**config.mk**
```make
export PLATFORM = sky130hd
export DESIGN_NAME = instr_encoder
export DESIGN_NICKNAME = d
export VERILOG_FILES = /design/src/rtl/instr_encoder.sv
export SDC_FILE = /design/constraint.sdc
export NUM_CORES = 1
export LEC_CHECK = 0
export CAP_MARGIN = 0
export CORE_MARGIN = 1
export CORE_UTILIZATION = 30
export CTS_BUF_LIST = sky130_fd_sc_hd__clkbuf_8
export DETAILED_ROUTE_END_ITERATION = 10
export PLACE_DENSITY_LB_ADDON = 0.05
export SYNTH_ARGS = -nofsm -noshare
export SYNTH_HDL_FRONTEND = slang
export SYNTH_SLANG_ARGS = --single-unit
```
**constraint.sdc**
```tcl
create_clock -name clk -period 1.8 [get_ports clk]
set_input_delay 0.36 -clock clk [delete_from_list [all_inputs] [get_ports clk]]
set_output_delay 0.36 -clock clk [all_outputs]
set_load 0.02 [all_outputs]
```
**src/rtl/instr_encoder.sv**
```systemverilog
`default_nettype none
// +------------------------------------------------------------------------+
// | instr_encoder: MIPS-32 instruction word encoder with delay-slot NOPs    |
// | Revision 1.0                                                            |
// +------------------------------------------------------------------------+
module instr_encoder #(
  parameter logic [31:0] NOP_WORD = 32'h00000000
) (
  input  logic        clk,
  input  logic        rstn,
  input  logic        in_valid,
  output logic        in_ready,
  input  logic [5:0]  in_mnem,
  input  logic [4:0]  in_rs,
  input  logic [4:0]  in_rt,
  input  logic [4:0]  in_rd,
  input  logic [4:0]  in_shamt,
  input  logic [15:0] in_imm,
  input  logic [25:0] in_target,
  input  logic        slot_en,
  input  logic        base_load,
  input  logic [31:0] base_addr,
  output logic        out_valid,
  input  logic        out_ready,
  output logic [31:0] out_instr,
  output logic [31:0] out_addr,
  output logic        err
);

  typedef enum logic [0:0] {ENC = 1'b0, SLOT = 1'b1} state_t;

  state_t      r_state, w_state_nxt;
  logic        r_valid, r_err;
  logic [31:0] r_instr, r_addr;

  logic        w_legal, w_branch, w_rtype, w_jtype;
  logic [4:0]  w_rs, w_rt, w_rd, w_sh;
  logic [5:0]  w_fn, w_op;
  logic [31:0] w_enc;
  logic        w_free, w_acc, w_load;

  always_comb begin
    w_legal  = 1'b1;
    w_branch = 1'b0;
    w_rtype  = (in_mnem < 6'd18);
    w_jtype  = 1'b0;
    w_rs     = in_rs;
    w_rt     = in_rt;
    w_rd     = in_rd;
    w_sh     = 5'd0;
    w_fn     = 6'h00;
    w_op     = 6'h00;
    case (in_mnem)
      6'd0:  w_fn = 6'h20;
      6'd1:  w_fn = 6'h21;
      6'd2:  w_fn = 6'h22;
      6'd3:  w_fn = 6'h23;
      6'd4:  w_fn = 6'h24;
      6'd5:  w_fn = 6'h25;
      6'd6:  w_fn = 6'h26;
      6'd7:  w_fn = 6'h27;
      6'd8:  w_fn = 6'h2A;
      6'd9:  w_fn = 6'h2B;
      6'd10: begin w_fn = 6'h00; w_rs = 5'd0; w_sh = in_shamt; end
      6'd11: w_fn = 6'h04;
      6'd12: begin w_fn = 6'h03; w_rs = 5'd0; w_sh = in_shamt; end
      6'd13: w_fn = 6'h07;
      6'd14: begin w_fn = 6'h02; w_rs = 5'd0; w_sh = in_shamt; end
      6'd15: w_fn = 6'h06;
      6'd16: begin
        w_fn     = 6'h09;
        w_rt     = 5'd0;
        w_rd     = (in_rd == 5'd0) ? 5'd31 : in_rd;
        w_branch = 1'b1;
      end
      6'd17: begin w_fn = 6'h08; w_rt = 5'd0; w_rd = 5'd0; w_branch = 1'b1; end
      6'd18: w_op = 6'h08;
      6'd19: w_op = 6'h0C;
      6'd20: w_op = 6'h0D;
      6'd21: w_op = 6'h0E;
      6'd22: begin w_op = 6'h0F; w_rs = 5'd0; end
      6'd23: w_op = 6'h0A;
      6'd24: w_op = 6'h20;
      6'd25: w_op = 6'h24;
      6'd26: w_op = 6'h21;
      6'd27: w_op = 6'h25;
      6'd28: w_op = 6'h23;
      6'd29: w_op = 6'h28;
      6'd30: w_op = 6'h29;
      6'd31: w_op = 6'h2B;
      6'd32: begin w_op = 6'h04; w_branch = 1'b1; end
      6'd33: begin w_op = 6'h05; w_branch = 1'b1; end
      6'd34: begin w_op = 6'h02; w_jtype = 1'b1; w_branch = 1'b1; end
      6'd35: begin w_op = 6'h03; w_jtype = 1'b1; w_branch = 1'b1; end
      default: w_legal = 1'b0;
    endcase
    if (w_jtype)
      w_enc = {w_op, in_target};
    else if (w_rtype)
      w_enc = {6'd0, w_rs, w_rt, w_rd, w_sh, w_fn};
    else
      w_enc = {w_op, w_rs, w_rt, in_imm};
  end

  // Output register is free when empty or being drained this cycle.
  assign w_free = !r_valid || out_ready;
  assign w_acc  = in_valid && in_ready;
  assign w_load = (w_acc && w_legal) || ((r_state == SLOT) && w_free);

  always_comb begin
    w_state_nxt = r_state;
    in_ready    = 1'b0;
    case (r_state)
      ENC: begin
        in_ready = w_free;
        if (w_acc && w_legal && w_branch && slot_en)
          w_state_nxt = SLOT;
      end
      SLOT: begin
        if (w_free)
          w_state_nxt = ENC;
      end
      default: w_state_nxt = ENC;
    endcase
  end

  always_ff @(posedge clk or negedge rstn) begin
    if (!rstn) begin
      r_state <= ENC;
      r_valid <= 1'b0;
      r_instr <= 32'd0;
      r_addr  <= 32'd0;
      r_err   <= 1'b0;
    end else begin
      r_state <= w_state_nxt;
      r_err   <= w_acc && !w_legal;
      if (w_load) begin
        r_valid <= 1'b1;
        r_instr <= (r_state == SLOT) ? NOP_WORD : w_enc;
      end else if (out_ready) begin
        r_valid <= 1'b0;
      end
      // Address tracks the word currently presented; a base load wins.
      if (base_load)
        r_addr <= base_addr & ~32'd3;
      else if (r_valid && out_ready)
        r_addr <= r_addr + 32'd4;
    end
  end

  assign out_valid = r_valid;
  assign out_instr = r_instr;
  assign out_addr  = r_addr;
  assign err       = r_err;

endmodule
`default_nettype wire

```
# After elaboration in Yosys (flattened, before gate mapping)
# Index checks and enable logic that the tools add are counted.
dict set report classes {
  add_sub_neg 1
  n_mul 0
  div 0
  order_cmp 1
  eq_ne 35
  n_shift 0
  mux 21
  bitwise_logic 1
  n_reduce_logical 21
}
# cell n
set op_table {}
lappend op_table {{$mux W32} 5}
lappend op_table {{$pmux W6 S18} 1}
lappend op_table {{$pmux W6 S17} 1}
lappend op_table {{$eq A6 B5 Y1 const B} 16}
lappend op_table {{$eq A6 B4 Y1 const B} 8}
lappend op_table {{$reduce_or A36 Y1} 1}
lappend op_table {{$add A32 B3 Y32 const B} 1}
lappend op_table {{$eq A6 B3 Y1 const B} 4}
lappend op_table {{$eq A6 B6 Y1 const B} 4}
lappend op_table {{$mux W5} 4}
lappend op_table {{$eq A6 B2 Y1 const B} 2}
lappend op_table {{$pmux W5 S2} 1}
lappend op_table {{$mux W1} 8}
lappend op_table {{$logic_and A1 B1 Y1} 7}
lappend op_table {{$eq A6 B1 Y1 const B} 1}
lappend op_table {{$logic_not A6 Y1} 1}
lappend op_table {{$lt A6 B5 Y1 const B} 1}
lappend op_table {{$reduce_or A6 Y1} 1}
lappend op_table {{$logic_not A5 Y1} 1}
lappend op_table {{$reduce_bool A2 Y1} 2}
lappend op_table {{$reduce_or A2 Y1} 2}
lappend op_table {{$reduce_or A4 Y1} 1}
lappend op_table {{$reduce_or A3 Y1} 1}
lappend op_table {{$logic_not A1 Y1} 2}
lappend op_table {{3 further kinds} 4}
dict set report word_totals {
  reg_bits 67
  latchBits 0
  mem_bits_rw 0
  rom_bits 0
  input_bits 106
  out_inout_bits 67
  wordCells 85
  mem_count 0
}

# Longest topological paths before layout
# Gate-level depths: netlist of run 1.
dict set report logic_depth {
  word_depth 9
  ltp_mapped 7
}

# Worst setup path before layout of run 1
# Ideal clock, no wire load.
dict set report synth_timing {
  path_kind {reg2reg}
  start {reg r_addr[2] (netlist: out_addr[2])}
  end {reg r_addr[28] (netlist: out_addr[28])}
  setup_ns 0.123
  arrival_time_ns 1.864
  t_required_ns 1.677
  setup_slack_ns -0.188
  path_stages_with_launch 8
  path_buffers 1
  period_less_slack_ns 1.988
  cell_sequence {dfrtp_1 ha_1 inv_1 or4_4 buf_6 nor4_2 xnor2_1 o21ai_1}
}
dict set report synth_between {
  elab_chain_len 3
}
# element line
set synth_rtl {}
lappend synth_rtl {{start: declaration} 34} ;# logic [31:0] r_instr, r_addr;
lappend synth_rtl {{start signal: assignment} 145} ;# r_addr <= base_addr & ~32'd3;
lappend synth_rtl {{start signal: assignment} 147} ;# r_addr <= r_addr + 32'd4;
lappend synth_rtl {{$add A32 B3 Y32} 147}
lappend synth_rtl {{$mux W32} 146} ;# else if (r_valid && out_ready)
lappend synth_rtl {{$mux W32} 144} ;# if (base_load)
# Every way passes these cells. The select of a mux whose other input is x is not followed.
# A chain may end at the register's enable or synchronous reset.

# Worst setup path in the final report of run 1
dict set report layout_timing {
  start {reg r_addr[10] (netlist: out_addr[10])}
  end {reg r_addr[18] (netlist: out_addr[18])}
}
# The elaborated chain is that of the path after synthesis.

==> metrics.cfg, run 1 <==
[clock_network]
cts_root_buffer = clkbuf_8
cts_hold_buf = 0
clk_pin_slew_ns = 0.08
cts_tree = built
cts_num_sinks = 64
cts_buffer_depth = 2
htree_levels = 3
clk_latency_ns = 0.36
cts_buffers = 9

[die]
die_w_um = 114
die_area_mm2 = 0.0131
core_mm2 = 0.0122
pin_count = 173
rows = 40
fp.dieH_um = 114
start_util_pct = 31.2

[layout]
fillCellCount = 1153
finalNonFillerCells = 856
diodes = 0
final_cell_mix = 140 x clkdlybuf4s50_1, 92 x buf_4, 69 x nand2_1
final_common_cell = clkdlybuf4s50_1
area.growth.synth_to_final_pct = 75.3
fin_nets = 790
drive_above_1_share_pct = 23.5

[route]
vias = 4161
drt_first_pass_iters = 4
drcViolationCount = 0
vias_per_cell = 4.86
detail_route.wl_per_cell_um = 14.8
wl_um = 12700
drtIter0Drc = 180
drt.antenna.violating_nets = 0

[global_route]
grt_pass1_vias = 4153
antenna_found_initial = 0
grt-ovfl-total = 0
track_usage_pct = 19.9
grt_pass1_wl_um = 20100
grt_max_degree = 65

[placed_design]
dp_hpwl_um = 9770
gp_congestion = 0.866
place_ws_ns = -0.654
dpl.cell_count = 829
numPortBuffers = 167

[setup_path]
end_kind = register
worstPathRequired_ns = 2.02
worstSetupPathType = register to register
cp.arrival_ns = 1.96
critPathLaunchType = register
cp_max_fo = 8

[logic_synthesis]
synth-edff-count = 0
yosysTopAreaCellShare_pct = 42.2
syn_area_mm2 = 0.00379
yosysUniqueCellTypes = 62
synth_area_leader_cell = dfrtp_1
synth_xor_area_share_pct = 6.93
post_synth.cell_area_avg_um2 = 8.72
synthFlopType = dfrtp_1
synth_seq_area_share_pct = 42.2
netlist_instances = 435
async_flop_share_pct = 100
synthMuxAreaShare_pct = 1.12
ys_top_cells_by_area = dfrtp_1 42%, o21ai_0 8.1%, nand2_1 6.8%
synth_fa_ha_area_share_pct = 0.330
synth_compound_area_share_pct = 21.2
synth-simple-area-share_pct = 23.1
ys_warn_count = 0
synth_top_family_by_area = simple AND/OR/NAND/NOR gates
ys_seq_elements = 64

[timing]
post-route-period-util_pct = 97.2
maxSlewViolCount = 0
fin_crit_ns = 1.75
fmaxAchievable_mhz = 572
hold_violations = 2
clock_skew_ns = 0.0131
setup_viol = 0
finalWorstSetupSlack_ns = 0.0505
setup_tns_ns = 0
whs_ns = -0.00405
rsz0062_at_grt = yes

[power]
peakVddDrop_mv = 0.337
leakage_nw = 2.92
p_per_area_mw_per_mm2 = 679

[flow_run]
cap_viol_max_count = 0

[status]
violations = hold timing
status = complete, but fails checks

[min_path]
hp-class = input port to async pin

## routing by layer
metal / part of all wire [%] / track usage [%]
met1: 42 / 23.6
met2: 49 / 34.2
met3: 5.9 / 5.08
met4: 2.2 / 7.97
met5: 0 / 0
## logic make-up after synthesis
kind of cell,after synthesis
simple gates,168
flops,64
fa+ha+maj,1
other cells,1
buf+inv,40
xor+xnor,30
mux,4
compound gates,127
## what timing repair did
| item | in CTS | in global routing |
|---|---|---|
| buffers inserted | 4 | 7 |
| endpoints found under the setup margin | 50 | 31 |
| pin swaps | 8 | 7 |
| resized for setup | 33 | 21 |
## cell usage after synthesis, drive strengths merged, types with 3 or more instances
cell type / number
clkbuf: 22
or2: 4
a22oi: 8
a221o: 6
buf: 7
inv: 10
nand3: 16
nor2: 16
nand2: 69
nor4: 9
o21ai: 65
nor2b: 4
and4: 3
nand2b: 5
nand4: 8
a221oi: 8
nor3: 11
or4: 3
dfrtp: 64
and3: 14
a21o: 6
xnor2: 16
a21oi: 11
o31ai: 3
a22o: 3
xor2: 14
## flip-flops by register name (all words and copies together) (netlist names)
| name | count |
|---|---|
| r_state | 1 |
| out_addr | 30 |
| out_instr | 31 |
| err | 1 |
| out_valid | 1 |
## cell type report
cell class,count,area (um2),area share [%]
well taps,168,210,3.16
multi-input cells,333,2170,32.6
clock inverters,5,25.0,0.376
inverters,10,37.5,0.565
flip-flops and latches,64,1620,24.3
repair buffers,265,2440,36.7
clock buffers,11,151,2.28
## through the flow
step	util, %	hold WS (ns)	power (mW)	instance area (um2)
final	54.7	-0.00405	4.51	6650
after global routing	54.7	0.00826	4.79	6650
after CTS	53.5	0.0120	4.55	6500
after detailed placement	51.4	0.408	3.39	6250
after global placement	51.4	0.406	3.38	6250
after floorplan	-	0.0644	2.44	3840
## path summary, 6_finish.rpt
check                                            endpoint  slack [ns]                       from  cells past startpoint
worst min-delay path             out_addr[21]$_DFFE_PN0N_      -0.004                       rstn                      2
worst max register to register   out_addr[18]$_DFFE_PN0N_        0.05   out_addr[10]$_DFFE_PN0N_                      5
worst min register to register  out_instr[10]$_DFFE_PN0P_        0.48  out_instr[10]$_DFFE_PN0P_                      2
worst max-delay path             out_addr[18]$_DFFE_PN0N_        0.05   out_addr[10]$_DFFE_PN0N_                      5
max in group asynchronous         out_addr[4]$_DFFE_PN0N_        1.49                       rstn                      2
min in group clk                 out_addr[26]$_DFFE_PN0N_        0.45                  base_load                      3
## power by group
part           internal, mW  total (mW)  switching (mW)
registers              1.63        1.77           0.135
logic                 0.865        1.62           0.755
clock network         0.560        1.13           0.567
## critical path, stage by stage, from the launching register on
cell and delay (ns):
dfrtp_2 0.40, nand3_2 0.10, or4_4 0.67, nor3_4 0.23, xnor2_1 0.13, o21ai_0 0.08
No activity file was read; power rests on OpenSTA's default activity.
==> run 2: changes to the inputs <==
- CORE_ASPECT_RATIO: default -> 1.4
- RECOVER_POWER: default -> 100
==> run 2 against run 1 <==
Clock skew is 0.0058 ns lower. Setup slack got worse by 0.045 ns. Maximum frequency shrank 2.5%. Register-to-register slack lost 0.05 ns. Critical path type unchanged. Core utilization is 1.0 points lower. Via count is 1.9% higher. Die area about the same. Clock power is 4% lower. Combinational power hardly changed. The run ends with capacitance limit, slew limit left. Cell count is 2.0% lower.
==> metrics.cfg, run 2 (synthesis gave the netlist of run 1 again) <==
[status]
status = complete, but fails checks
violations = capacitance limit, slew limit

[timing]
hold_violations = 0
maxSlewViolCount = 65
max_slew_margin_pct = -0.902
setup_viol = 0
fmaxAchievable_mhz = 557
fin_crit_ns = 1.79
clock_skew_ns = 0.00733
rsz0062_at_grt = yes
post-route-period-util_pct = 99.7
worst_slew_pin_slew_ns = 1.51

[clock_network]
cts_tree = built
cts_hold_buf = 0
clk_latency_ns = 0.34
clk_pin_slew_ns = 0.07
cts_buffers = 9
cts_num_sinks = 64
htree_levels = 3
cts_buffer_depth = 2
cts_root_buffer = clkbuf_8

[layout]
final_common_cell = clkdlybuf4s50_1
area.growth.synth_to_final_pct = 74.2
fin_nets = 791
drive_above_1_share_pct = 23.4
diodes = 0
largest_reg_flops = 31
final_cell_mix = 137 x clkdlybuf4s50_1, 69 x nand2_1, 67 x buf_4
fin_util_pct = 53.6

[placed_design]
dp_hpwl_um = 10400
gp_congestion = 0.887
numPortBuffers = 167

[route]
detail_route.wl_per_cell_um = 16.3
vias_per_cell = 5.05
drt_first_pass_iters = 4
vias = 4240
drt.antenna.violating_nets = 0
drtIter0Drc = 125
drcViolationCount = 0
wl_um = 13700

[setup_path]
critPathLaunchType = register
worstPathRequired_ns = 2.02
cp.arrival_ns = 2.01
end_kind = register
worstSetupPathType = register to register
cp_max_fo = 8

[global_route]
track_usage_pct = 21.2
grtUsageMet1_pct = 23.2
grt_pass1_vias = 4472
grt_max_degree = 65
antenna_found_initial = 0
use_met3_pct = 4.61
grt-ovfl-total = 0
grt_pass1_wl_um = 22100
met2_usage_pct = 40.1
grt-busiest-layer = met2

[power]
total_power_mw = 4.47
leakage_nw = 2.87
peakVddDrop_mv = 0.344
p_per_area_mw_per_mm2 = 676

[die]
die_w_um = 97.0
core_mm2 = 0.0123
die_area_mm2 = 0.0131
rows = 48
pin_count = 173
start_util_pct = 30.8
fp.dieH_um = 135

[flow_run]
cap_viol_max_count = 1

[min_path]
hp-class = input port to register

-- run 2: cell count changes in the layout (fill, tap and decap cells not counted), sizes merged --
cell / delta
buf: -23
clkbuf: +28
clkdlybuf4s15: -1
clkdlybuf4s50: -3
clkinv: +3
dlygate4sd2: -3
dlygate4sd3: +2
dlymetal6s2s: -1
inv: -1
-- run 2: area by class of cell --
type / count / area [um2]
Fill cell: 1173 / 5710
Timing Repair Buffer: 266 / 2330
Inverter: 10 / 37.5
Sequential cell: 64 / 1620
Clock buffer: 9 / 124
Clock inverter: 7 / 40.0
Multi-Input combinational cell: 333 / 2270
Tap cell: 150 / 188
-- run 2: repair_timing --
action,4_1_cts,5_1_grt
gates resized for setup,40,45
endpoints found under the setup margin,52,45
buffers inserted,4,4
pin swaps,4,21
-- run 2: path summary, 6_finish.rpt --
| check | slack, ns | cells past startpoint | to | from |
|---|---|---|---|---|
| worst max-delay path | 0.005 | 6 | out_addr[20]$_DFFE_PN0N_ | out_addr[2]$_DFFE_PN0N_ |
| worst min-delay path | 0.35 | 3 | out_addr[28]$_DFFE_PN0N_ | base_load |
| worst max register to register | 0.005 | 6 | out_addr[20]$_DFFE_PN0N_ | out_addr[2]$_DFFE_PN0N_ |
| worst min register to register | 0.49 | 2 | out_instr[18]$_DFFE_PN0P_ | out_instr[18]$_DFFE_PN0P_ |
| max in group asynchronous | 0.30 | 2 | out_addr[6]$_DFFE_PN0N_ | rstn |
| min in group asynchronous | 0.47 | 2 | out_addr[24]$_DFFE_PN0N_ | rstn |
-- run 2: layer usage --
metal	wire length (um)	share of wire (%)
met5	0	0
met4	305	2.2
met3	613	4.5
met2	7500	55
met1	5230	38
-- run 2: through the flow --
stage | setup slack [ns] | cell area [um2] | hold WS, ns | setup TNS (ns) | instances
global placement | -0.546 | 6290 | 0.411 | -16.84 | 815
global route | -0.0683 | 6610 | 0.366 | -0.816 | 839
floorplan | -0.00465 | 3840 | 0.0644 | -0.00465 | 437
CTS | -0.0373 | 6560 | 0.0239 | -0.110 | 835
finish | 0.00522 | 6610 | 0.354 | 0 | 839
detailed placement | -0.592 | 6290 | 0.414 | -18.38 | 815
-- run 2: report_power, final --
| group | total [mW] | leakage (nW) | switching (mW) | internal (mW) |
|---|---|---|---|---|
| Combinational | 1.61 | 1.99 | 0.777 | 0.829 |
| Sequential | 1.77 | 0.786 | 0.144 | 1.63 |
| Clock | 1.09 | 0.0899 | 0.601 | 0.487 |
-- run 2: critical path: stages, from the launching register on --
cell,delay [ns]
dfrtp_2,0.41
ha_4,0.14
inv_2,0.03
or4_4,0.66
nor3b_2,0.22
xnor2_1,0.13
o21ai_1,0.08
